[config.mk]
export PLATFORM = sky130hd
export DESIGN_NAME = sim_chan_incr
export DESIGN_NICKNAME = d
export VERILOG_FILES = /design/src/rtl/sim_chan_incr.sv
export SDC_FILE = /design/constraint.sdc
export NUM_CORES = 2
export LEC_CHECK = 0
export ABC_CLOCK_PERIOD_IN_PS = 46800
export CAP_MARGIN = 10
export CELL_PAD_IN_SITES_DETAIL_PLACEMENT = 2
export CELL_PAD_IN_SITES_GLOBAL_PLACEMENT = 2
export CORE_MARGIN = 3
export CORE_UTILIZATION = 37
export CTS_CLUSTER_SIZE = 8
export DETAILED_ROUTE_END_ITERATION = 12
export HOLD_SLACK_MARGIN = 0.03
export PLACE_DENSITY = 0.91
export SLEW_MARGIN = 20
export SYNTH_ARGS = -nofsm -noshare
export SYNTH_HDL_FRONTEND = slang
export SYNTH_SLANG_ARGS = --single-unit
export TNS_END_PERCENT = 5
[constraint.sdc]
create_clock -name clk -period 46.8 [get_ports clk]
set_input_delay 11.7 -clock clk [delete_from_list [all_inputs] [get_ports clk]]
set_output_delay 11.7 -clock clk [all_outputs]
set_load 0.005 [all_outputs]
[src/rtl/sim_chan_incr.sv]
// sim_chan_incr: NCH independent valid/ready increment channels, each feeding a
// DEPTH-entry output FIFO, under an idle/run/drain/done run-control FSM with a
// saturating RUN+DRAIN cycle counter.
// Build macro SIM_CHAN_INCR_SAT_EN: saturate the increment at all-ones instead
// of wrapping modulo 2^WIDTH (default is wrap).

module sim_chan_incr_lane #(
  parameter int unsigned WIDTH = 70,
  parameter int unsigned INC   = 1,
  parameter int unsigned DEPTH = 4
) (
  input  logic             clk,
  input  logic             reset,
  input  logic             accept_en,
  input  logic             in_valid,
  output logic             in_ready,
  input  logic [WIDTH-1:0] in_data,
  output logic             out_valid,
  input  logic             out_ready,
  output logic [WIDTH-1:0] out_data,
  output logic             empty
);
  localparam int unsigned      AW    = $clog2(DEPTH);
  localparam logic [WIDTH-1:0] INC_W = WIDTH'(INC);

  typedef struct packed {
    logic             vld;
    logic [WIDTH-1:0] data;
  } push_t;

  push_t                       push;
  logic [AW:0]                 wr_ptr, rd_ptr;
  logic [DEPTH-1:0][WIDTH-1:0] mem;
  logic                        full, pop;

  // One extra pointer bit separates full from empty when the indices match.
  assign full      = (wr_ptr[AW] != rd_ptr[AW]) && (wr_ptr[AW-1:0] == rd_ptr[AW-1:0]);
  assign empty     = (wr_ptr == rd_ptr);
  assign in_ready  = accept_en && !full;
  assign out_valid = !empty;
  assign out_data  = mem[rd_ptr[AW-1:0]];
  assign pop       = out_valid && out_ready;

`ifdef SIM_CHAN_INCR_SAT_EN
  logic [WIDTH:0] sum;
`endif

  // Accepted word plus INC; a carry out of WIDTH bits either wraps or clamps.
  always_comb begin
    push     = '0;
    push.vld = in_valid && in_ready;
`ifdef SIM_CHAN_INCR_SAT_EN
    sum       = {1'b0, in_data} + {1'b0, INC_W};
    push.data = sum[WIDTH] ? '1 : sum[WIDTH-1:0];
`else
    push.data = in_data + INC_W;
`endif
  end

  // FIFO storage and pointers; storage is cleared so out_data resets to 0.
  always_ff @(posedge clk or posedge reset) begin
    if (reset) begin
      wr_ptr <= '0;
      rd_ptr <= '0;
      mem    <= '0;
    end else begin
      if (push.vld) begin
        mem[wr_ptr[AW-1:0]] <= push.data;
        wr_ptr              <= wr_ptr + 1'b1;
      end
      if (pop) rd_ptr <= rd_ptr + 1'b1;
    end
  end
endmodule

module sim_chan_incr #(
  parameter int unsigned NCH   = 3,
  parameter int unsigned WIDTH = 70,
  parameter int unsigned INC   = 1,
  parameter int unsigned DEPTH = 4
) (
  input  logic                 clk,
  input  logic                 reset,
  input  logic                 start,
  input  logic                 stop,
  input  logic [NCH-1:0]       in_valid,
  output logic [NCH-1:0]       in_ready,
  input  logic [NCH*WIDTH-1:0] in_data,
  output logic [NCH-1:0]       out_valid,
  input  logic [NCH-1:0]       out_ready,
  output logic [NCH*WIDTH-1:0] out_data,
  output logic                 busy,
  output logic                 done,
  output logic [31:0]          cycle_cnt
);
  typedef enum logic [1:0] {S_IDLE, S_RUN, S_DRAIN, S_DONE} state_t;

  state_t                      state_q, state_d;
  logic [NCH-1:0]              empty;
  logic [NCH-1:0][WIDTH-1:0]   din, dout;
  logic                        all_empty, run_start, counting;

  assign din       = in_data;
  assign out_data  = dout;
  assign all_empty = &empty;
  assign busy      = (state_q == S_RUN) || (state_q == S_DRAIN);
  assign done      = (state_q == S_DONE);
  assign counting  = busy;
  assign run_start = ((state_q == S_IDLE) || (state_q == S_DONE)) && start;

  for (genvar c = 0; c < NCH; c++) begin : g_lane
    sim_chan_incr_lane #(
      .WIDTH (WIDTH),
      .INC   (INC),
      .DEPTH (DEPTH)
    ) u_lane (
      .clk       (clk),
      .reset     (reset),
      .accept_en (state_q == S_RUN),
      .in_valid  (in_valid[c]),
      .in_ready  (in_ready[c]),
      .in_data   (din[c]),
      .out_valid (out_valid[c]),
      .out_ready (out_ready[c]),
      .out_data  (dout[c]),
      .empty     (empty[c])
    );
  end

  // Run-control next state: start only from IDLE/DONE, stop only from RUN,
  // DRAIN leaves once every FIFO is already empty (same-cycle pops not credited).
  always_comb begin
    state_d = state_q;
    case (state_q)
      S_IDLE, S_DONE: if (start)     state_d = S_RUN;
      S_RUN:          if (stop)      state_d = S_DRAIN;
      S_DRAIN:        if (all_empty) state_d = S_DONE;
      default:                       state_d = S_IDLE;
    endcase
  end

  // State register.
  always_ff @(posedge clk or posedge reset) begin
    if (reset) state_q <= S_IDLE;
    else       state_q <= state_d;
  end

  // Cycle counter: cleared when a run starts, counts RUN+DRAIN, sticks at max.
  always_ff @(posedge clk or posedge reset) begin
    if (reset)                               cycle_cnt <= '0;
    else if (run_start)                      cycle_cnt <= '0;
    else if (counting && (cycle_cnt != '1))  cycle_cnt <= cycle_cnt + 32'd1;
  end
endmodule

==> flow_summary.json <==
{
  "cts_tree": "built",
  "seq_area_sq_um": 22300,
  "cp.arrival_ps": 17080,
  "leakage_uw": 0.0208,
  "via_per_inst": 5.92,
  "pwr-share-clk": 0.226,
  "drc": 0,
  "async_flop_share": 1.00,
  "die_w_um": 341,
  "fillCellCount": 11200,
  "swShare": 0.373,
  "slew_headroom": 0.236,
  "final_layout_size_suffix_gt1_frac": 0.104,
  "grt_start_max_net_pins": 167,
  "antenna_left": 0,
  "clk_latency_ps": 730,
  "synthTopCellsByArea": "dfrtp_1 (54%), mux4_2 (11%), o21ai_0 (6.8%)",
  "initial_utilization": 0.374,
  "setup_viol": 0,
  "hold-path-cell-count": 2,
  "dieHeight_um": 341,
  "clockBufferDepth": 3,
  "vdd_drop_max_mv": 0.0427,
  "die-area_sq_um": 116000,
  "critPathCaptureType": "async pin",
  "hold_buffers": 0,
  "synth-edff-count": 0,
  "worst_pin_slew_ps": 1150,
  "period_needed_ps": 16360,
  "seqPwrFrac": 0.370,
  "rsz0062_at_grt": "no",
  "routabilityCongestion": 0.857,
  "slowest_stage": "buf_4",
  "wl_mm": 170,
  "reg2reg_depth": 7,
  "num_io_pins": 470,
  "multi_input_area_sq_um": 18100,
  "skew_ps": 41.3,
  "hold_violations": 0,
  "cts_setup_buffers": 0,
  "coreArea_sq_um": 111000,
  "crit_top_cell": "buf_4",
  "r2r_slack_ps": 42110,
  "fmax_ghz": 0.0611,
  "cts-htree-levels": 4,
  "finalSetupTns_ps": 0,
  "path_clk_slew_ps": 50,
  "synth_top_area_cell": "dfrtp_1",
  "grt_first_pass_wirelength_mm": 259,
  "syn_avg_cell_area_sq_um": 10.5,
  "pwr-share-comb": 0.404,
  "drt_iter0_drc": 2435,
  "wire_per_inst_um": 28.8,
  "numCtsBuffers": 130,
  "overflow": 0,
  "layout_commonest_cell": "dfrtp_1",
  "internal-power_uw": 2420,
  "period_share": 0.350,
  "layoutNonFillerInstCount": 5880,
  "area_growth_pct": 23.3,
  "p_switching_uw": 1440,
  "yosysUniqueCellTypes": 50,
  "slowest_delay_ps": 840,
  "ys_warn_count": 0,
  "ys_ff_latch": 892,
  "hold_end": "g_lane[2].u_lane.mem[198]",
  "root_buffer": "clkbuf_16",
  "syn-num-nets": 4202,
  "dpl.cell_count": 5699,
  "hpwlAfterDp_mm": 108,
  "syn_inst": 3960,
  "synth_top_area_frac": 0.539,
  "synthFlopType": "dfrtp_1",
  "netlist_area_sq_um": 41400,
  "antenna_found_initial": 30,
  "ys_seq_area_frac": 0.539,
  "hold_start": "g_lane[2].u_lane.mem[198]",
  "clkSinkCount": 892,
  "timing.hold.ws_ps": 480,
  "first_pass_iters": 5,
  "slew_violations": 0,
  "grt_util_all_layers": 0.288,
  "layout_common_cells": "dfrtp_1 (886), nand2_1 (656), o21ai_0 (562)",
  "crit_type": "input pin to async pin",
  "grt_pass1_vias": 40000,
  "hp-class": "flip-flop to flip-flop",
  "path_cells": "clkdlybuf4s50_1 -> inv_8 -> buf_4 -> buf_4 -> buf_4 -> buf_4 -> buf_4",
  "r2r_start": "g_lane[0].u_lane.rd_ptr[0]",
  "max_cap_violations": 0,
  "port_buffers": 469,
  "reg2reg_to": "g_lane[0].u_lane.mem[71]",
  "crit_required_ps": 47520,
  "outcome": "finished, final reports clean",
  "cp_max_fo": 135,
  "routed-via-count": 34800,
  "cts_resized": 0,
  "rows": 122,
  "power_density_nw_per_um2": 75.5,
  "nets": 4585,
  "start_kind": "input pin"
}
kinds of logic after synthesis:
kind of cell | share of synthesized area
mux | 0.119
flops | 0.539
xor+xnor | 0.0516
fa+ha+maj | 0.00664
simple gates | 0.152
compound gates | 0.106
buf+inv | 0.0264
through the flow:
step | total power, uW | setup WS (ps) | utilization | cell area (sq um)
floorplan | 2100 | 10030 | - | 41400
global placement | 2770 | 29720 | 0.428 | 47400
detailed placement | 2930 | 29610 | 0.428 | 47400
CTS | 3880 | 30340 | 0.460 | 51000
global route | 4060 | 29770 | 0.461 | 51100
finish | 3860 | 30440 | 0.461 | 51100
flip-flops by register name, indices dropped and copies added (netlist names):
signal,cells
cycle_cnt,32
g_lane.u_lane.rd_ptr,9
state_q,2
g_lane.u_lane.mem,840
g_lane.u_lane.wr_ptr,9
metal layers:
layer	part of all wire	track usage	wire, um
met1	0.38	0.343	64200
met2	0.52	0.504	87800
met3	0.053	0.0507	8930
met4	0.050	0.139	8510
met5	0.00020	0	34
area by class of cell:
| cell class | instances | area share |
|---|---|---|
| sequential | 892 | 0.437 |
| multi-input combinational | 2784 | 0.355 |
| timing repair buffer | 509 | 0.0982 |
| clock buffer | 142 | 0.0671 |
| tap | 1488 | 0.0364 |
| clock inverter | 10 | 0.00274 |
| inverter | 26 | 0.00206 |
| antenna | 29 | 0.00142 |
critical path: cells and delay by family:
kind | cells | cell delay (ps)
buffers and inverters | 7 | 4850
power groups by stage:
stage,Clock (uW),Sequential [uW],Combinational [uW]
3_3_place_gp,0,1350,1410
6_report,872,1430,1560
2_1_floorplan,0,1270,831
3_5_place_dp,0,1410,1520
4_1_cts,888,1420,1570
5_1_grt,920,1470,1680
Yosys cell counts (3+ instances only):
master	number
nor4b_1	4
xor2_1	105
buf_1	34
o31ai_1	3
mux2_2	15
nand3_1	115
and3_1	22
xnor2_1	139
clkbuf_1	215
nand2_1	660
nor3_1	55
and2_1	7
or4_1	15
nor2_1	362
a21oi_1	284
mux4_2	210
a311o_1	4
o21ai_0	562
or3_1	12
nand4_1	84
dfrtp_1	892
and4_1	17
a21o_1	5
ha_1	22
or2_2	11
o22ai_1	6
nor4_1	38
inv_1	26
buf_4	6
worst max path at each step:
stage / from / to / slack, ps / cells past startpoint
finish: reset / g_lane[2].u_lane.mem[145] / 30440 / 7
global route: reset / g_lane[2].u_lane.mem[145] / 29770 / 7
CTS: reset / g_lane[2].u_lane.mem[142] / 30340 / 7
floorplan: reset / cycle_cnt[0] / 10030 / 1
global placement: reset / g_lane[2].u_lane.mem[205] / 29720 / 7
detailed placement: reset / g_lane[2].u_lane.mem[145] / 29610 / 7
Power figures use the tool's default switching activity.
